File: config.mk
export PLATFORM = sky130hd
export DESIGN_NAME = uart_rx
export DESIGN_NICKNAME = d
export VERILOG_FILES = /design/src/rtl/uart_rx.sv
export SDC_FILE = /design/constraint.sdc
export NUM_CORES = 1
export LEC_CHECK = 0
export ABC_AREA = 0
export CAP_MARGIN = 15
export CORE_MARGIN = 5
export CORE_UTILIZATION = 52
export CTS_CLUSTER_DIAMETER = 80
export DETAILED_ROUTE_END_ITERATION = 8
export PLACE_DENSITY = 0.72
export SYNTH_ARGS = -nofsm -noshare
export SYNTH_HDL_FRONTEND = slang
export SYNTH_SLANG_ARGS = --single-unit
File: constraint.sdc
create_clock -name clk -period 1.9 [get_ports clk]
set_clock_uncertainty 0.2 [all_clocks]
set_input_delay 0.38 -clock clk [delete_from_list [all_inputs] [get_ports clk]]
set_output_delay 0.38 -clock clk [all_outputs]
set_load 0.01 [all_outputs]
File: src/rtl/uart_rx.sv
// 8N1 UART receiver: two-flop synchroniser, mid-bit sampling FSM, one-cycle
// data_valid / frame_err strobes and a held copy of the last good byte.
module uart_rx #(
   parameter int CLKS_PER_BIT = 868
) (
   input  logic       clk,
   input  logic       reset,
   input  logic       rx,
   output logic [7:0] data_out,
   output logic       data_valid,
   output logic       frame_err,
   output logic       rx_busy
);

   localparam int HALF_BIT = (CLKS_PER_BIT - 1) / 2;
   localparam int CNT_W    = $clog2(CLKS_PER_BIT);
   localparam logic [CNT_W-1:0] CNT_LAST = CNT_W'(CLKS_PER_BIT - 1);
   localparam logic [CNT_W-1:0] CNT_HALF = CNT_W'(HALF_BIT);

   typedef enum logic [2:0] {
      IDLE,
      START,
      DATA,
      STOP,
      WAIT_IDLE
   } state_t;

   state_t           state;
   logic             rx_p0;
   logic             rx_s;
   logic [CNT_W-1:0] clk_cnt;
   logic [2:0]       bit_cnt;
   logic [7:0]       shift_reg;

   // Synchroniser: rx is asynchronous to clk; only rx_s is used downstream.
   always_ff @(posedge clk or posedge reset) begin
      if (reset) begin
         rx_p0 <= 1'b1;
         rx_s  <= 1'b1;
      end else begin
         rx_p0 <= rx;
         rx_s  <= rx_p0;
      end
   end

   // Frame FSM: rx_busy is registered alongside every state change.
   always_ff @(posedge clk or posedge reset) begin
      if (reset) begin
         state      <= IDLE;
         clk_cnt    <= '0;
         bit_cnt    <= '0;
         shift_reg  <= '0;
         data_out   <= '0;
         data_valid <= 1'b0;
         frame_err  <= 1'b0;
         rx_busy    <= 1'b0;
      end else begin
         data_valid <= 1'b0;
         frame_err  <= 1'b0;
         case (state)
            IDLE: begin
               clk_cnt <= '0;
               if (!rx_s) begin
                  state   <= START;
                  rx_busy <= 1'b1;
               end
            end
            START: begin
               if (clk_cnt == CNT_HALF) begin
                  clk_cnt <= '0;
                  if (!rx_s) begin
                     state   <= DATA;
                     bit_cnt <= '0;
                  end else begin
                     state   <= IDLE;
                     rx_busy <= 1'b0;
                  end
               end else begin
                  clk_cnt <= clk_cnt + 1'b1;
               end
            end
            DATA: begin
               if (clk_cnt == CNT_LAST) begin
                  clk_cnt            <= '0;
                  shift_reg[bit_cnt] <= rx_s;
                  bit_cnt            <= bit_cnt + 1'b1;
                  if (bit_cnt == 3'd7) begin
                     state <= STOP;
                  end
               end else begin
                  clk_cnt <= clk_cnt + 1'b1;
               end
            end
            STOP: begin
               // Leaving at mid stop bit lets a back-to-back start edge be caught.
               if (clk_cnt == CNT_LAST) begin
                  clk_cnt <= '0;
                  if (rx_s) begin
                     data_out   <= shift_reg;
                     data_valid <= 1'b1;
                     state      <= IDLE;
                     rx_busy    <= 1'b0;
                  end else begin
                     frame_err <= 1'b1;
                     state     <= WAIT_IDLE;
                  end
               end else begin
                  clk_cnt <= clk_cnt + 1'b1;
               end
            end
            WAIT_IDLE: begin
               clk_cnt <= '0;
               if (rx_s) begin
                  state   <= IDLE;
                  rx_busy <= 1'b0;
               end
            end
            default: begin
               state   <= IDLE;
               clk_cnt <= '0;
               rx_busy <= 1'b0;
            end
         endcase
      end
   end

endmodule
==> out/metrics.yaml <==
outcome:
  outcome: "finished with violations"
  violations: "negative setup slack"
critical_path:
  path_max_fanout: 4
  worstPathArrival_ns: 2.17
  rr_startpoint: "clk_cnt[0]$_DFF_PP0_"
  reg2reg_slack_ns: -0.23
  worstSetupPathType: "reg -> reg"
  path_buf_inv: 0
  slowest_stage: "or4bb_4"
  critPathMaxStageDelay_ns: 0.50
  worstPathRequired_ns: 1.95
  rr_worst_depth: 5
  worstSetupEndpointType: "flop"
  cp-start-kind: "flop"
  timing.rr.end: "shift_reg[0]$_DFFE_PP0P_"
  crit_path_cell_trace: "ha_2 > or4bb_4 > nor4_4 > nand4_1 > mux2_1"
  path_delay_family: "simple AND/OR/NAND/NOR gates"
synthesis:
  seq_area_frac_synth_pct: 50.4
  post_synth.cell_area_avg_um2: 11.8
  synth-async-reset-ratio_pct: 100
  synth_nets: 163
  syn_inst: 156
  synth.distinct_cells: 43
  yosys_warnings: 0
  synthesis.area_um2: 1840
  synth-edff-count: 0
  ys_ff_latch: 37
  ys.flop_type: "dfrtp_1"
layout:
  multi_input_area_um2: 1080
  largest_reg_flops: 10
  fin_util_pct: 76.9
  regArea_um2: 928
  diodes: 0
  drive_gt1_share_pct: 42.4
  area_growth_pct: 41.5
  n_fill_cell: 200
  nets: 211
job:
  drv_cap: 0
sta:
  max_freq_mhz: 470
  layout_setup_ws_ns: -0.228
  final_max_slew_viol_count: 0
  max_slew_margin_pct: 67.9
  fin_tns_setup_ns: -4.06
  hold_violations: 0
  period_share_pct: 112
  min_period_ns: 2.13
  rsz0062_at_grt: "true"
  final-setup-viol-count: 31
  worst_pin_slew_ns: 0.480
grt:
  grt_pass1_wl_um: 7250
  grt_max_degree: 25
  grt_antenna_before_repair: 0
  overflow: 0
  grt_pass1_vias: 1476
  track_usage_pct: 18.9
detailed_routing:
  detail_route.wl_per_cell_um: 19.6
  num_vias: 1521
  viasPerCell: 6.06
  drc_errors: 0
  ant_nets: 0
  wl_um: 4920
  detail_route.iter0.violations: 173
  drt_first_pass_iters: 4
clock_network:
  htree_levels: 2
  cts_sinks: 37
  clockBufferDepth: 2
  path_clk_slew_ns: 0.11
  cts_tree: "yes"
  cts_made_buffers: 5
  clk_latency_ns: 0.35
  hold_buffers: 0
  ctsRootBufferMaster: "clkbuf_4"
floorplanning:
  fp.dieW_um: 69.5
  core_area_um2: 3390
  die_area_um2: 4840
  initial_core_util_pct: 54.4
  num_io_pins: 14
  die-height_um: 69.5
  placementRows: 21
placement:
  pre_cts_ws_ns: -0.170
  port_buffers: 13
  gp_congestion: 1.01
  dp_hpwl_um: 2830
power:
  p_leak_nw: 1.17
  peakVddDrop_v: 0.000473
  pwr_density_cell_nw_per_um2: 525
hold_path:
  hold_path_class: "in -> async"
## placed cells by master (no fill, tap or decap), drive strengths merged, types with 6 or more instances in the layout
cell type	n
dfrtp	35
clkbuf	7
buf	32
mux2	17
xnor2	6
nor2	9
nand3	6
clkdlybuf4s50	11
nor3	16
inv	7
nand4	6
nor4	7
## worst max path at each step
stage	from	to	slack, ns	depth (start not counted)
2_1_floorplan	clk_cnt[0]$_DFF_PP0_	shift_reg[0]$_DFFE_PP0P_	-0.14	5
3_3_place_gp	clk_cnt[0]$_DFF_PP0_	shift_reg[1]$_DFFE_PP0P_	-0.1	5
3_5_place_dp	clk_cnt[0]$_DFF_PP0_	shift_reg[0]$_DFFE_PP0P_	-0.17	5
4_1_cts	clk_cnt[0]$_DFF_PP0_	shift_reg[0]$_DFFE_PP0P_	-0.18	5
5_1_grt	clk_cnt[0]$_DFF_PP0_	shift_reg[0]$_DFFE_PP0P_	-0.33	5
6_report	clk_cnt[0]$_DFF_PP0_	shift_reg[0]$_DFFE_PP0P_	-0.23	5
## worst reg2reg max path: cells and delay by family, from the launching register on
kind / cells / cell delay [ns]
adders and majority gates: 1 / 0.22
DFF: 1 / 0.39
muxes: 1 / 0.33
and+or+nand+nor: 3 / 0.89
## per-stage QoR
step | area, um^2 | instances | total power [W] | hold slack, ns
3_3_place_gp | 2190 | 233 | 0.000839 | 0.147
4_1_cts | 2420 | 247 | 0.00137 | 0.131
5_1_grt | 2610 | 251 | 0.00142 | 0.138
6_report | 2610 | 251 | 0.00137 | 0.128
3_5_place_dp | 2190 | 233 | 0.000840 | 0.152
2_1_floorplan | 1870 | 156 | 0.000825 | 0.145
## area by class of cell
cell class,count,share of cell area [%]
clock inverter,2,1.34
inverter,7,1.10
timing repair buffer,46,16.7
tap,46,2.21
sequential,37,35.6
clock buffer,6,1.58
multi-input combinational,107,41.4
## where the power goes
| group | switching (W) | internal (W) | leakage [nW] | total [W] |
|---|---|---|---|---|
| logic | 0.0000221 | 0.00000954 | 0.642 | 0.0000317 |
| clock network | 0.000268 | 0.000276 | 0.0422 | 0.000544 |
| registers | 0.00000285 | 0.000791 | 0.490 | 0.000794 |
## routing by layer
layer,vias to the layer above,global-route usage (%),wire length (um)
li1,666,-,-
met1,774,24.1,1980
met2,65,30.1,2480
met3,16,4.49,292
met4,0,8.89,168
met5,-,0,0
## synthesized netlist by cell type, drive strengths merged (3+ instances only)
cell,n,area [um^2]
nand4,6,37.5
nor2,9,33.8
inv,7,26.3
nor3,16,91.3
nand2b,3,18.8
nand2,5,18.8
xnor2,6,52.6
mux2,17,191
nor4,7,58.8
nand3,6,35.0
buf,3,37.5
ha,4,50.1
dfrtp,35,876
## what timing repair did
action	CTS	global route
cloned	0	1
resized for setup	16	28
setup buffers	6	4
setup endpoints to repair	27	34
endpoints found under the hold margin	0	0
pin swaps	2	13
## logic make-up (layout without fill, tap and decap cells)
kind of cell / count (synthesis) / in the layout / share of synthesized area (%)
adders and majority gates: 4 / 4 / 2.72
muxes: 18 / 18 / 11.6
and+or+nand+nor: 64 / 64 / 22.0
xor gates and xnor gates: 8 / 8 / 3.80
DFF: 37 / 37 / 50.4
buffers and inverters: 12 / 61 / 4.14
AOI/OAI and AO/OA: 13 / 13 / 5.36
Power figures use the tool's default switching activity.
